===== src/rtl/layer_sequencer.sv =====
// layer_sequencer: runs the read driver over layers 0..last_q, one layer at a
// time, waiting for read_done then sum_valid between layers.
// Optional watchdog on the wait states: define LAYER_SEQ_TIMEOUT_EN.
module layer_sequencer #(
  parameter int MAX_LAYER      = 2,
  parameter int GAP_CYCLES     = 2,
  parameter int TIMEOUT_CYCLES = 255
) (
  input  logic       clk,
  input  logic       reset,
  input  logic       run,
  input  logic [1:0] last_layer,
  input  logic       abort,
  input  logic       read_done,
  input  logic       sum_valid,
  output logic       start,
  output logic [1:0] layer,
  output logic       busy,
  output logic       done,
  output logic [1:0] layers_done,
  output logic       timeout
);

  typedef enum logic [2:0] {
    IDLE,
    LAUNCH,
    WAIT_READ,
    WAIT_SUM,
    GAP,
    FINISH
  } state_t;

  localparam logic [1:0] MAX_L = 2'(MAX_LAYER);
  localparam int         GW    = (GAP_CYCLES > 1) ? $clog2(GAP_CYCLES) : 1;

  state_t        state, state_n;
  logic [1:0]    last_q, last_n;
  logic [1:0]    layer_n, ld_n;
  logic [GW-1:0] gap_cnt, gap_n;
  logic          to_n;

`ifdef LAYER_SEQ_TIMEOUT_EN
  localparam int WW = (TIMEOUT_CYCLES > 1) ? $clog2(TIMEOUT_CYCLES) : 1;
  logic [WW-1:0] wd_cnt, wd_n;
`endif

  // Next-state and next-value logic for the layer sequence
  always_comb begin
    state_n = state;
    last_n  = last_q;
    layer_n = layer;
    ld_n    = layers_done;
    gap_n   = gap_cnt;
    to_n    = timeout;
`ifdef LAYER_SEQ_TIMEOUT_EN
    wd_n    = wd_cnt;
`endif
    if (state != IDLE && abort) begin
      state_n = IDLE;
    end else begin
      case (state)
        IDLE: begin
          if (run) begin
            last_n  = (last_layer > MAX_L) ? MAX_L : last_layer;
            layer_n = '0;
            ld_n    = '0;
            to_n    = 1'b0;
            state_n = LAUNCH;
          end
        end
        LAUNCH: begin
          state_n = WAIT_READ;
`ifdef LAYER_SEQ_TIMEOUT_EN
          wd_n    = '0;
`endif
        end
        WAIT_READ: begin
          if (read_done) begin
            state_n = WAIT_SUM;
`ifdef LAYER_SEQ_TIMEOUT_EN
            wd_n    = '0;
          end else if (wd_cnt == WW'(TIMEOUT_CYCLES - 1)) begin
            to_n    = 1'b1;
            state_n = IDLE;
          end else begin
            wd_n    = wd_cnt + WW'(1);
`endif
          end
        end
        WAIT_SUM: begin
          if (sum_valid) begin
            ld_n = layers_done + 2'd1;
            if (layer == last_q) begin
              state_n = FINISH;
            end else begin
              layer_n = layer + 2'd1;
              gap_n   = '0;
              state_n = GAP;
            end
`ifdef LAYER_SEQ_TIMEOUT_EN
          end else if (wd_cnt == WW'(TIMEOUT_CYCLES - 1)) begin
            to_n    = 1'b1;
            state_n = IDLE;
          end else begin
            wd_n    = wd_cnt + WW'(1);
`endif
          end
        end
        GAP: begin
          if (gap_cnt == GW'(GAP_CYCLES - 1)) state_n = LAUNCH;
          else gap_n = gap_cnt + GW'(1);
        end
        FINISH:  state_n = IDLE;
        default: state_n = IDLE;
      endcase
    end
  end

  // State and output registers; start is registered off LAUNCH so the layer
  // index is already stable for a full cycle when the pulse reaches the driver
  always_ff @(posedge clk) begin
    if (!reset) begin
      state       <= IDLE;
      last_q      <= '0;
      layer       <= '0;
      layers_done <= '0;
      gap_cnt     <= '0;
      timeout     <= 1'b0;
      start       <= 1'b0;
      busy        <= 1'b0;
      done        <= 1'b0;
`ifdef LAYER_SEQ_TIMEOUT_EN
      wd_cnt      <= '0;
`endif
    end else begin
      state       <= state_n;
      last_q      <= last_n;
      layer       <= layer_n;
      layers_done <= ld_n;
      gap_cnt     <= gap_n;
      timeout     <= to_n;
      start       <= (state == LAUNCH) && !abort;
      busy        <= (state_n != IDLE);
      done        <= (state_n == FINISH);
`ifdef LAYER_SEQ_TIMEOUT_EN
      wd_cnt      <= wd_n;
`endif
    end
  end

endmodule


===== config.mk =====
export PLATFORM = sky130hd
export DESIGN_NAME = layer_sequencer
export DESIGN_NICKNAME = d
export VERILOG_FILES = /design/src/rtl/layer_sequencer.sv
export SDC_FILE = /design/constraint.sdc
export NUM_CORES = 1
export LEC_CHECK = 0
export CAP_MARGIN = 40
export CELL_PAD_IN_SITES_DETAIL_PLACEMENT = 0
export CELL_PAD_IN_SITES_GLOBAL_PLACEMENT = 1
export CORE_MARGIN = 5
export CORE_UTILIZATION = 34
export DETAILED_ROUTE_END_ITERATION = 16
export PLACE_DENSITY = 0.79
export SLEW_MARGIN = 20
export SYNTH_ARGS = -nofsm -noshare
export SYNTH_HDL_FRONTEND = slang
export SYNTH_SLANG_ARGS = --single-unit
export TNS_END_PERCENT = 50

===== constraint.sdc =====
create_clock -name clk -period 2 [get_ports clk]
set_clock_uncertainty 0.15 [all_clocks]
set_input_delay 0.3 -clock clk [delete_from_list [all_inputs] [get_ports clk]]
set_output_delay 0.3 -clock clk [all_outputs]
set_load 0.005 [all_outputs]

### Word-level counts from Yosys, hierarchy flattened

Index checks and enable logic that the tools add are counted.

* bits in registers: 13
* latch bits: 0
* bits in writable memories: 0
* bits in read-only memories: 0
* input port bits: 8
* output and inout port bits: 8
* word-level logic and storage cells: 52
* memories: 0

* add/subtract/negate cells: 3
* $mul: 0
* divide/modulo/power cells: 0
* order comparisons: 1
* equality and inequality tests: 9
* shift operators: 0
* mux-type cells: 18
* bitwise gates (word level): 1
* reduce and logical (&&, ||, !) cells: 12

Operators with widths (count)
* $mux 3: 5
* $pmux 3 s5: 1
* $mux 2: 5
* $pmux 2 s2: 2
* $reduce_and 4->1: 2
* $eq 3x2->1 const B: 2
* $eq 3x3->1 const B: 2
* $ne 2x2->1 const B: 3
* $reduce_bool 3->1: 2
* $reduce_and 5->1: 1
* $add 2x1->2 const B: 2
* $mux 1: 4
* $reduce_bool 2->1: 2
* $eq 3x1->1 const B: 1
* $logic_not 3->1: 1
* $reduce_and 3->1: 1
* $eq 2x2->1: 1
* $gt 2x2->1 const B: 1
* $logic_and 1x1->1: 2
* $pmux 1 s2: 1
* $add 1x1->1 const B: 1
* $logic_not 1->1: 1
* $not 1->1: 1

### Depth between registers and ports, before layout

Gate-level depths: netlist of the first run.

* depth in word-level cells: 6
* depth in mapped cells: 6
* depth with buffers taken out: 4

### Worst setup path before layout of the first run

OpenSTA, ideal clock, no wires.

* kind: reg2reg
* start point: register state[1]
* end point: register layers_done[0]
* setup time: 0.115 ns
* data arrival time: 1.251 ns
* data required time: 1.735 ns
* setup slack: 0.484 ns
* stages on the path, launching flop included: 6
* buffers on the path: 1
* period minus slack after synthesis: 1.516 ns
* path through: dfxtp_1 -> buf_6 -> or3b_1 -> a21oi_1 -> nor2b_1 -> o21a_1

* cells in the longest elaborated chain, start to end: 4
* elaborated cells on any way between the ends: 10
* those cells by class: eq/ne (3); mux (1); bitwise (1); reduce/logical (5)

Ends and longest elaborated chain
* from (decl): line 36 `state_t state, state_n;`
* from (signal assigned): line 136 `state <= state_n;`
* branches (longest 4 deep; another with $reduce_and 4->1)
* to (signal assigned): line 139 `layers_done <= ld_n;`
* to (decl): line 20 `output logic [1:0] layers_done,`

Parallel ways; which one is timed is not known.
A chain may end at the register's enable or synchronous reset.

### Worst setup path in the final report of the first run

* start point: input run
* end point: register layers_done[0]

* cells in the longest elaborated chain, start to end: 2

Ends and longest elaborated chain
* from (decl): line 11 `input logic run,`
* $ne 2x2->1 (no line)
* $reduce_and 4->1 (no line)

Every way passes these cells.

==> results.txt, run 1 <==
At the end of the flow, the number of nets in the layout was 96. The total overflow left after global routing is 0. The average instance in the mapped netlist occupies 9.00 µm². The area used by multi-input combinational logic is 357 µm², and the number of CTS-inserted buffers is 3.

The floorplan step set the die width to 54.0 µm. Entering global routing, the biggest net connects 15 pins. The number of rows created at floorplan is 15. The CTS root buffer is clkbuf_4. The logs give 0 for the initial antenna violation count and 822 µm² for the final instance area. The repair_antennas step left the layout with diodes totalling 0.

For the worst flop-to-flop path, the logic depth is 4. The area inside the core boundary came out at 0.00178 mm². For the total routing resource utilization after global routing, the log shows 0.111. The CTS H-tree depth came out at 1.

The share of synthesized flip-flops with an asynchronous set or reset was 0; the post-synthesis cell type count was 36. After detailed placement, the design holds a cell count of 108. The number of port buffers is 14. The count of nets left with antenna violations once routing finished came out at 0. The congestion estimate from routability-driven global placement came to 0.719. After layout, the worst setup slack is 0.306 ns. Most frequently used flop master after synthesis: dfxtp_1. The worst hold path cell count works out to 2.

In this run the vertical extent of the chip is 54.0 µm. Compared with the post-synthesis result, the final layout area differs by 25.1%. The logs give 260 µm² for the area taken by flip-flops and latches and 0 for the number of remaining DRC errors. Counting instances in the post-synthesis netlist gives the leading cell types as dfxtp_1, a21oi_1, nand2_1, nor2_1, nor2b_1. The min-delay analysis places its worst path in the category reg2reg.

The hold-fix buffer count after cts was 0; the biggest fanout along the worst timing path was 4. The clock drives 13 sinks. VDD sags by at most 363 µV. Summed over all failing endpoints, the final setup total negative slack is 0 ns. For this run, the detailed router's first-pass iteration total came to 4. Of all cell types, the one taking the most synthesized area is dfxtp_1. Across all layers, the routed design uses 566 vias. Sorting the synthesized cells by area gives the leading types as dfxtp_1, a21oi_1, buf_6. In this run, synthesis inferred 0 flip-flops with an integrated enable. STA puts the critical path data required time at 2.02 ns. The run finished with clean final reports. The most common cell in the synthesized netlist is dfxtp_1. Sequential share of the synthesized area: 0.396. The initial cell density of the core is 0.368. In the final routed layout, each cell accounts on average for 12.6 µm. In this run the critical register-to-register path is launched from state[0]$_SDFF_PN0_. Subtracting the final worst setup slack from the clock period gives 1.69 ns.

The logs give 0.00291 mm² for the die area and 548 µW for the total power. Timing analysis after detailed placement gives a worst setup slack of 0.0295 ns. The kind of critical path is in2reg. The static power due to leakage came out at 0.283 nW.

16 I/O pins were placed. For the area of the mapped netlist, the log shows 657 µm². For this design the ratio of total power to cell area is 666 mW/mm². The number of cells produced by synthesis is 73, and the number of buffers on the longest clock path is 2. TritonCTS built the clock tree. The tools report the placed cell area as 796 µm². For this block, the initial DRC count from the detailed router was 11. After detailed routing, the total wire length is 1410 µm. The maximum frequency from static timing analysis came out at 590 MHz. Post-CTS repair changed the size of 0 cells.

After clock tree synthesis, the clock-pin slew on the worst setup and hold paths is 0.08 ns. The internal reg-to-reg setup slack was 0.39 ns. The run gives 0.27 ns as the insertion delay of the later-clocked pin in the worst-skew pair.

For the number of global-route vias before repair, the log shows 530. The number of max-cap violations was 0; the fraction of final layout cells sized beyond drive strength 1 was 0.0690. The worst hold path begins at layers_done[1]$_SDFFE_PN0P_. The number of failing hold endpoints at the final stage was 0. Setup repair after global routing left no endpoint under its margin. The number of setup violations in the final report was 0; the wire length of the first global-routing pass was 2300 µm. After filler insertion, the fill cell instance count of the layout stands at 194. STA classifies the critical path endpoint as a register.

Post-CTS timing repair inserted 0 buffers for setup. The destination of the worst register-to-register timing path is layers_done[0]$_SDFFE_PN0P_. The synthesized design contains 13 register bits. After the flow finishes, the layout carries non-filler instances totaling 112. For hold timing, the worst endpoint is layers_done[1]$_SDFFE_PN0P_. The worst path arrival time was 1.71 ns. Once detailed placement completed, the half-perimeter wirelength came to 1040 µm. For this run, the number of Yosys warnings is 0. The worst setup path is launched from an input pin. The share of the clock period used by the worst path after layout was 0.847. The max-slew violation total from the final report was 0. The number of nets produced by synthesis was 81; the per-cell via count in the routed design was 5.05.

Area share of the leading cell type in the synthesized netlist: 0.396.
stage by stage:
step                hold WS, ns  utilization
floorplan                 0.266            -
global route              0.400        0.461
finish                    0.358        0.461
detailed placement        0.346        0.446
CTS                       0.360        0.461
global placement          0.345        0.446
per-layer routing:
layer | GRT usage | part of all wire | vias to the layer above
met5 | 0 | 0 | -
met4 | 0.0894 | 0.020 | 0
met3 | 0.0194 | 0.047 | 2
met2 | 0.161 | 0.44 | 13
met1 | 0.143 | 0.49 | 259
li1 | - | - | 292
where the power goes:
| group | internal [mW] | switching, mW | leakage, nW |
|---|---|---|---|
| registers | 0.273 | 0.0155 | 0.106 |
| logic | 0.0518 | 0.0493 | 0.162 |
| clock network | 0.0772 | 0.0810 | 0.0150 |
critical path: stages:
cell             delay (ns)
clkdlybuf4s50_1        0.48
or3b_1                 0.38
a21oi_1                0.28
nor2b_1                0.08
o21a_1                 0.19
flip-flops by register name (all words and copies together), names as in the netlist:
| signal | cells |
|---|---|
| done | 1 |
| layer | 2 |
| start | 1 |
| busy | 1 |
| last_q | 2 |
| state | 3 |
| layers_done | 2 |
| gap_cnt | 1 |
cell type report:
| cell class | instances | area share |
|---|---|---|
| Clock buffer | 4 | 0.0320 |
| Multi-Input combinational cell | 55 | 0.434 |
| Tap cell | 25 | 0.0381 |
| Timing Repair Buffer | 15 | 0.180 |
| Sequential cell | 13 | 0.317 |
kinds of logic after synthesis:
group / count (synthesis) / synth area share
other cells: 1 / 0.00571
flops: 13 / 0.396
xor+xnor: 2 / 0.0267
mux: 2 / 0.0305
compound gates: 22 / 0.219
buf+inv: 5 / 0.0610
simple gates: 28 / 0.261
cells in the final DEF, fill, tap and decap left out, types with 2 or more instances in the layout:
| master | netlist | routed |
|---|---|---|
| o21ai_0 | 2 | 2 |
| nor2_1 | 5 | 5 |
| nor2b_1 | 3 | 3 |
| dfxtp_1 | 13 | 13 |
| nand2_1 | 6 | 6 |
| clkdlybuf4s50_1 | 0 | 14 |
| nor3b_1 | 2 | 2 |
| clkbuf_4 | 0 | 3 |
| a21oi_1 | 8 | 8 |
| mux2i_1 | 2 | 2 |
| xnor2_1 | 2 | 2 |
| nand4b_1 | 2 | 2 |
worst max-delay path by stage:
stage | start | endpoint
finish | run | layers_done[0]$_SDFFE_PN0P_
global placement | run | layers_done[0]$_SDFFE_PN0P_
CTS | layer[0]$_SDFFE_PN0P_ | layer[0]
floorplan | state[1]$_SDFF_PN0_ | layers_done[0]$_SDFFE_PN0P_
detailed placement | run | layers_done[0]$_SDFFE_PN0P_
global route | run | layers_done[0]$_SDFFE_PN0P_
No activity file was read; power rests on OpenSTA's default activity.
==> run 2, diff against run 1 <==
==> constraint.sdc (replaced) <==
create_clock -name clk -period 1.8 [get_ports clk]
set_clock_uncertainty 0.15 [all_clocks]
set_input_delay 0.27 -clock clk [delete_from_list [all_inputs] [get_ports clk]]
set_output_delay 0.27 -clock clk [all_outputs]
set_load 0.005 [all_outputs]
==> results.txt, run 2 (synthesis results as in run 1) <==
For the internal reg-to-reg setup slack, the log shows 0.15 ns. The biggest fanout along the worst timing path works out to 4. The area used by multi-input combinational logic is 357 µm². The area overhead of the layout relative to synthesis is 29.7%. The critical path starts at run. VDD sags by at most 344 µV. The tools report the capturing element of the worst setup path as layer[0]$_SDFFE_PN0P_.

Setup violations remaining at the end of the flow were counted as 0. The number of rows created at floorplan is 15, and the total power divided by cell area is 737 mW/mm². The congestion estimate from routability-driven global placement came to 0.733. The first global-routing pass estimated 2550 µm of wire. Leaving out fill and tap cells, the most frequent cell in the layout is clkdlybuf4s50_1. After the first detailed-routing iteration, the DRC count stood at 8. The number of port buffers came out at 14. The tools report the destination of the worst register-to-register timing path as layer[0]$_SDFFE_PN0P_. At the later pin of the worst-skew pair, clock insertion delay measures 0.27 ns. The max-slew violation total from the final report was 0; the per-cell via count in the routed design was 5.12.

The number of failing hold endpoints at the final stage was 0. The tool flagged a number of max-cap violations equal to 0. The tree built by TritonCTS fans out to 13 sinks.

Measured along the y axis, the die boundary spans 54.0 µm. The filler cell count in the final layout was 187. In this run the deepest clock path goes through 2 buffers.

Derived from the worst setup path, the maximum achievable clock frequency is 594 MHz. The final layout contains routed wiring with a total length of 1480 µm. The total routing resource utilization after global routing is 0.122, and the antenna diode instance count is 0. The required time of the critical path is 1.82 ns, and the maximum number of pins on one net before global-route repair is 15.

The root buffer cell chosen for the clock tree is clkbuf_4. In the layout the commonest cells are clkdlybuf4s50_1, dfxtp_1, a21oi_1. For the final instance area, the log shows 852 µm². The number of hold buffers added after CTS was 0. For the worst flop-to-flop path, the logic depth is 4.

In the detailed route, the total length drawn on met2 is 677 µm. The type of origin of the critical path is an input pin. Largest register by flop count: state.

The highest layer touched by signal routing is met4. The run finished with clean final reports. Clock-pin slew was measured on the worst setup and hold paths at 0.08 ns. Overall die width: 54.0 µm. The leftover overflow at the end of global routing was 0. TritonCTS created 3 clock buffers. After clock tree synthesis, the setup repair step added 0 buffers. The logs give 730 µm for the routed length on met1 and 826 µm² for the placed cell area. After layout, the minimum clock period comes to 1.68 ns. For this design the static power due to leakage is 0.302 nW.

The floorplan step defined a die boundary enclosing 0.00291 mm². In the final routed layout, each cell accounts on average for 12.7 µm. The type of element capturing the critical path is a register. TritonCTS built the clock tree. The run gives 0 as the residual antenna-violating net count after detailed routing. The fraction of final layout cells sized beyond drive strength 1 came out at 0.110. The worst hold path belongs to the class reg2reg.

Total met3 wirelength after detailed routing: 37 µm. Setup repair after global routing left no endpoint under its margin. The startpoint identified for the worst register-to-register timing path is state[0]$_SDFF_PN0_. The share of the clock period used by the worst path after layout was 0.935. Post-cts repair resize count: 0. The first detailed-routing pass took 2 iterations. In the routed design, unresolved DRC markers number 0. The logs give 1 for the CTS H-tree depth and 1.70 ns for the worst path arrival time.

The initial antenna violation count came out at 0. The number of primary I/O pins was 16; the initial cell density of the core was 0.368. After legalization and detailed placement, the total HPWL measured 1120 µm. The region available for standard cell placement spans 0.00178 mm².

The run gives 260 µm² as the area taken by flip-flops and latches. Number of flip-flops under the largest register name: 3. For this run, the post-layout net count is 100. The number of global-route vias before repair is 598. Kind of critical path: in2reg.

The total vias in the final route is 594. Overall power consumption after layout is estimated at 628 µW.
run 2: critical path, cell delays in order:
cell and delay, ns:
clkdlybuf4s50_1 0.48, or3b_1 0.38, a21oi_1 0.30, o311a_1 0.22
nor3b_1 0.05
run 2: final cells by class:
class | count | area share
multi-input cells | 55 | 0.419
flip-flops and latches | 13 | 0.305
repair buffers | 19 | 0.209
well taps | 25 | 0.0367
clock buffers | 4 | 0.0308
run 2: worst min path at each step:
stage / cells after the start / to / startpoint
floorplan: 1 / state[1]$_SDFF_PN0_ / sum_valid
global placement: 2 / last_q[0]$_SDFFE_PN0P_ / last_q[0]$_SDFFE_PN0P_
detailed placement: 2 / last_q[0]$_SDFFE_PN0P_ / last_q[0]$_SDFFE_PN0P_
CTS: 2 / last_q[0]$_SDFFE_PN0P_ / last_q[0]$_SDFFE_PN0P_
global route: 2 / last_q[0]$_SDFFE_PN0P_ / last_q[0]$_SDFFE_PN0P_
finish: 2 / layers_done[1]$_SDFFE_PN0P_ / layers_done[1]$_SDFFE_PN0P_
run 2: per-stage QoR:
stage / util / cells / setup WS (ns) / hold slack [ns] / setup TNS [ns]
after floorplan: - / 73 / 0.284 / 0.236 / 0
after global placement: 0.463 / 112 / -0.133 / 0.343 / -0.467
after detailed placement: 0.463 / 112 / -0.155 / 0.358 / -0.578
after CTS: 0.478 / 116 / 0.116 / 0.373 / 0
after global routing: 0.478 / 116 / 0.0650 / 0.409 / 0
final: 0.478 / 116 / 0.117 / 0.362 / 0
run 2: power breakdown:
group          internal [mW]  total (mW)  switching, mW  leakage [nW]
Sequential             0.303       0.321         0.0183         0.106
Clock                 0.0858       0.181         0.0952        0.0150
Combinational         0.0674       0.126         0.0585         0.181
run 2: layer usage:
layer / vias up / global-route usage
met1: 280 / 0.154
met4: 0 / 0.0638
met3: 4 / 0.0277
li1: 300 / -
met2: 10 / 0.192
met5: - / 0
==> patch 1: new RTL, flow settings as in run 2 <==
Add a define of `LAYER_SEQ_TIMEOUT_EN`.
--- a/src/rtl/layer_sequencer.sv
+++ b/src/rtl/layer_sequencer.sv
@@ -2,4 +2,6 @@
 // time, waiting for read_done then sum_valid between layers.
 // Optional watchdog on the wait states: define LAYER_SEQ_TIMEOUT_EN.
+`define LAYER_SEQ_TIMEOUT_EN
+
 module layer_sequencer #(
   parameter int MAX_LAYER      = 2,
Check against the original RTL: no difference found for any inputs over 10 cycles, from zero or initial values and one cycle with reset low; that may be too few to reach the edited logic, so the function may still have changed.
==> patch 1 against run 2 <==
  * Critical endpoint is now layer[1]
  * Non-clock buffer count grew 17
  * Critical path type is now flop to flop
  * Sequential share of layout area down 2.7 points
  * Total power rose by 69%
  * Wire length grew 98%
  * Largest cell class unchanged
  * Sequential cell count increased by 9
  * Design area grew 88%
  * Area after synthesis is 83% higher
  * Worst setup slack worse by 0.092 ns
==> patch 1: results (changes against run 2) <==
CP Class: flop to flop
P_clk: 222 uW (+23%)
slowest CP cell: or3b_4
share of cells above drive strength 1: 25.7% (+15 points)
Worst VDD drop: 0.380 mV (+10%)
# fillers: 321 (+72%)
Seq/Total Area, Yosys: 36.6% (-3.1 points)
crit path from: state[2]
initial DRC count: 45 (+37)
slack of the worst reg-to-reg path: 0.03 ns (-0.12 ns)
Place WS: -0.216 ns (-0.0615 ns)
nets: 187 (+87%)
final wirelength: 2930 um (+98%)
worst-case reg-to-reg path depth: 6 (+2)
Global Route Usage Sum: 12.4% (+0.18 points)
detailed-placement wirelength estimate: 2110 um (+88%)
leakage: 0.618 nW (+100%)
CTS clk-pin slew, worst paths: 0.12 ns (+0.04 ns)
synth cell count leaders: dfxtp_1 (22), o21ai_0 (12), nor2_1 (11)
first-pass detailed-route iteration total: 4 (+2)
IO buf count: 15 (+1)
CP max FO: 8 (+4)
slowest stage delay, CP: 0.43 ns (-0.05 ns)
global-route wire length before repair: 5000 um (+96%)
sequential power: 545 uW (+70%)
Post-Synth Adder-Cell Area: 2.08% (+2.1 points)
crit path time final: 1.77 ns (+0.0920 ns)
Post-DP Area: 1530 um^2 (+85%)
mux contribution to synthesized area: 2.60% (-0.45 points)
unique cell type count in the Yosys netlist: 47 (+31%)
Synth Area in Compound Gates: 21.4% (-0.51 points)
syn_nets: 152 (+88%)
Psw: 311 uW (+81%)
CP Data Arrival Time: 1.84 ns (+0.14 ns)
Synth Area in XOR/XNOR: 1.45% (-1.2 points)
outcome: completed
Logic power comb: 295 uW (+130%)
gpl congestion: 0.842 (+15%)
-- patch 1: changes by cell type after synthesis, sizes merged, moves of 4 or more --
| cell | delta |
|---|---|
| a21oi | -4 |
| and2 | +4 |
| dfxtp | +9 |
| nand3 | +8 |
| nor2 | +7 |
| nor2b | +8 |
| o21ai | +10 |
-- patch 1: layout make-up --
cell class              instances  area, um^2  share of cell area, %
inverters                       3        11.3                  0.701
multi-input cells             111         759                   47.3
flip-flops and latches         22         447                   27.8
clock buffers                   3        22.5                   1.40
repair buffers                 36         308                   19.2
well taps                      46        57.6                   3.59
-- patch 1: metal layers --
metal	GRT usage [%]	share of wire (%)	vias to the layer above	wire (um)
li1	-	-	578	-
met1	16.1	47	528	1370
met2	20.3	48	20	1410
met3	3.48	3.6	4	105
met4	2.60	1.4	0	40
met5	0	0	-	0
-- patch 1: worst max-delay path, delay by kind of cell, from the launching register on --
family / cells / cell delay [ns]
buffers and inverters: 1 / 0.17
DFF: 1 / 0.35
AOI/OAI and AO/OA: 1 / 0.10
and+or+nand+nor: 4 / 0.92
-- patch 1: repair_timing --
action,4_1_cts,5_1_grt
endpoints found under the setup margin,0,14
hold buffers,0,0
gates resized for setup,0,17
-- patch 1: how the worst min path moves through the flow --
stage / start / endpoint / cells after the start
final: timeout / timeout / 1
after global routing: timeout / timeout / 1
after CTS: wd_cnt[7] / wd_cnt[7] / 2
after detailed placement: timeout / timeout / 1
after global placement: timeout / timeout / 1
after floorplan: abort / start / 1
-- patch 1: through the flow --
step | utilization [%] | hold slack [ns] | instances
finish | 47.4 | 0.365 | 221
global route | 47.4 | 0.392 | 221
CTS | 45.8 | 0.373 | 221
detailed placement | 45.1 | 0.339 | 218
global placement | 45.1 | 0.337 | 218
floorplan | - | 0.197 | 142
==> patch 2: new RTL, flow settings as in run 2 <==
Without the edit above. The 6 states of `state_t` get a one-hot encoding in 6 bits.
--- a/src/rtl/layer_sequencer.sv
+++ b/src/rtl/layer_sequencer.sv
@@ -22,11 +22,11 @@
 );
 
-  typedef enum logic [2:0] {
-    IDLE,
-    LAUNCH,
-    WAIT_READ,
-    WAIT_SUM,
-    GAP,
-    FINISH
+  typedef enum logic [5:0] {
+    IDLE      = 6'b000001,
+    LAUNCH    = 6'b000010,
+    WAIT_READ = 6'b000100,
+    WAIT_SUM  = 6'b001000,
+    GAP       = 6'b010000,
+    FINISH    = 6'b100000
   } state_t;
 
Function: same outputs for any inputs over 10 cycles, from zero or initial values and one cycle with reset low; not proved beyond that.
==> patch 2 against run 2 <==
  * The run now ends with negative setup slack left
  * Wire length rose by 61%
  * Worst setup slack worse by 0.14 ns
  * Total power rose by 58%
  * Critical path depth stayed put
  * Non-clock buffer count up 18
  * Area after synthesis increased by 27%
  * Design area is 49% higher
  * Sequential cell count increased by 3
==> patch 2: results (changes against run 2) <==
Worst VDD drop: 0.335 mV (-2.7%)
largest net degree at the start of global routing: 9 (-6)
CP Data Arrival Time: 1.87 ns (+0.17 ns)
share of cells above drive strength 1: 35.3% (+24 points)
crit path from: state[3]
Buffers excl. clock: 37 (+18)
hold path startpoint: last_q[1]
register area: 335 um^2 (+29%)
detailed-placement wirelength estimate: 1680 um (+50%)
Seq/Total Area, Yosys: 38.5% (-1.1 points)
Clock Latency Late Sink: 0.29 ns (+0.02 ns)
via count: 881 (+48%)
synth cell count leaders: dfxtp_1 (16), nand2_1 (9), inv_1 (7)
met1 Usage GRT: 18.0% (+2.6 points)
failing checks: negative setup slack
dominant cells by area after synthesis: dfxtp_1 (38%), nand2_1 (4.1%), a21oi_1 (3.6%)
outcome: finished with violations
end of the critical path: gap_cnt
switch share: 32.2% (+4.8 points)
met3 usage: 2.83% (+0.062 points)
crit-path leading delay family: simple AND/OR/NAND/NOR gates
worst-case reg-to-reg path depth: 5 (+1)
Global Route Usage Sum: 15.0% (+2.8 points)
clk_buf instances: 3 (-1)
global-route wire length before repair: 4060 um (+59%)
Largest register FFs: 6 (+3)
Place WS: -0.149 ns (+0.00587 ns)
hold worst-path end: last_q[1]
met1 WL: 1010 um (+38%)
nonclk inv count: 7 (+7)
clk sinks: 16 (+3)
Clock buf/inv share: 1.77% (-1.3 points)
fin worst setup slack: -0.0270 ns (-0.144 ns)
syn_nets: 105 (+30%)
routed length per instance: 14.6 um (+15%)
wire length on met2: 1180 um (+74%)
CP max FO: 5 (+1)
first-pass detailed-route iteration total: 4 (+2)
Final setup violation count: 5 (+5)
slowest CP cell: or4_4
unique cell type count in the Yosys netlist: 41 (+14%)
DR WL met3: 113 um (+210%)
Non-clock buffer share: 24.9% (+4.0 points)
final hold slack: 0.329 ns (-0.0336 ns)
fraction of area in multi-input gates: 41.9% (+0.079 points)
initial DRC count: 11 (+3)
[patch 2: cell count changes in the layout (fill, tap and decap cells not counted), sizes merged, moves of 3 or more]
cell / run 2 / this run
dfxtp: 13 / 16
nor4: 0 / 4
nand2: 6 / 9
or4: 0 / 3
nor3: 1 / 5
or3: 0 / 3
buf: 5 / 23
inv: 0 / 7
[patch 2: cell families (layout without fill, tap and decap cells)]
kind of cell / after synthesis / in the layout / share of synthesized area, %
buffers and inverters: 11 / 47 / 6.77
DFF: 16 / 16 / 38.5
AOI/OAI and AO/OA: 21 / 21 / 19.4
xor gates and xnor gates: 3 / 3 / 3.16
and+or+nand+nor: 45 / 45 / 31.7
other: 1 / 1 / 0.451
[patch 2: through the flow]
stage               setup TNS [ns]  instance area [um^2]  instances  total power [mW]  utilization, %
CTS                         -0.167                  1220        162             0.967            50.8
global placement            -0.249                  1140        158             0.729            47.4
finish                     -0.0854                  1270        163             0.994            52.8
floorplan                        0                   836         97             0.597               -
global route                -0.763                  1270        163              1.06            52.8
detailed placement          -0.710                  1140        158             0.738            47.4
[patch 2: worst register-to-register path: stages (launching register included)]
cell	delay, ns
dfxtp_4	0.37
or4_4	0.55
o21ai_4	0.18
buf_4	0.15
a41oi_1	0.10
a31o_2	0.22
[patch 2: power by group through the flow]
stage | registers (mW) | logic (mW) | clock network, mW
global placement | 0.412 | 0.317 | 0
floorplan | 0.395 | 0.201 | 0
global route | 0.409 | 0.437 | 0.210
CTS | 0.402 | 0.372 | 0.193
detailed placement | 0.412 | 0.326 | 0
finish | 0.402 | 0.403 | 0.189
[patch 2: what timing repair did]
action / CTS / global route
pin swaps: 6 / 7
cloned: 0 / 0
endpoints found under the setup margin: 11 / 13
buffers inserted: 1 / 1
gates resized for setup: 12 / 10
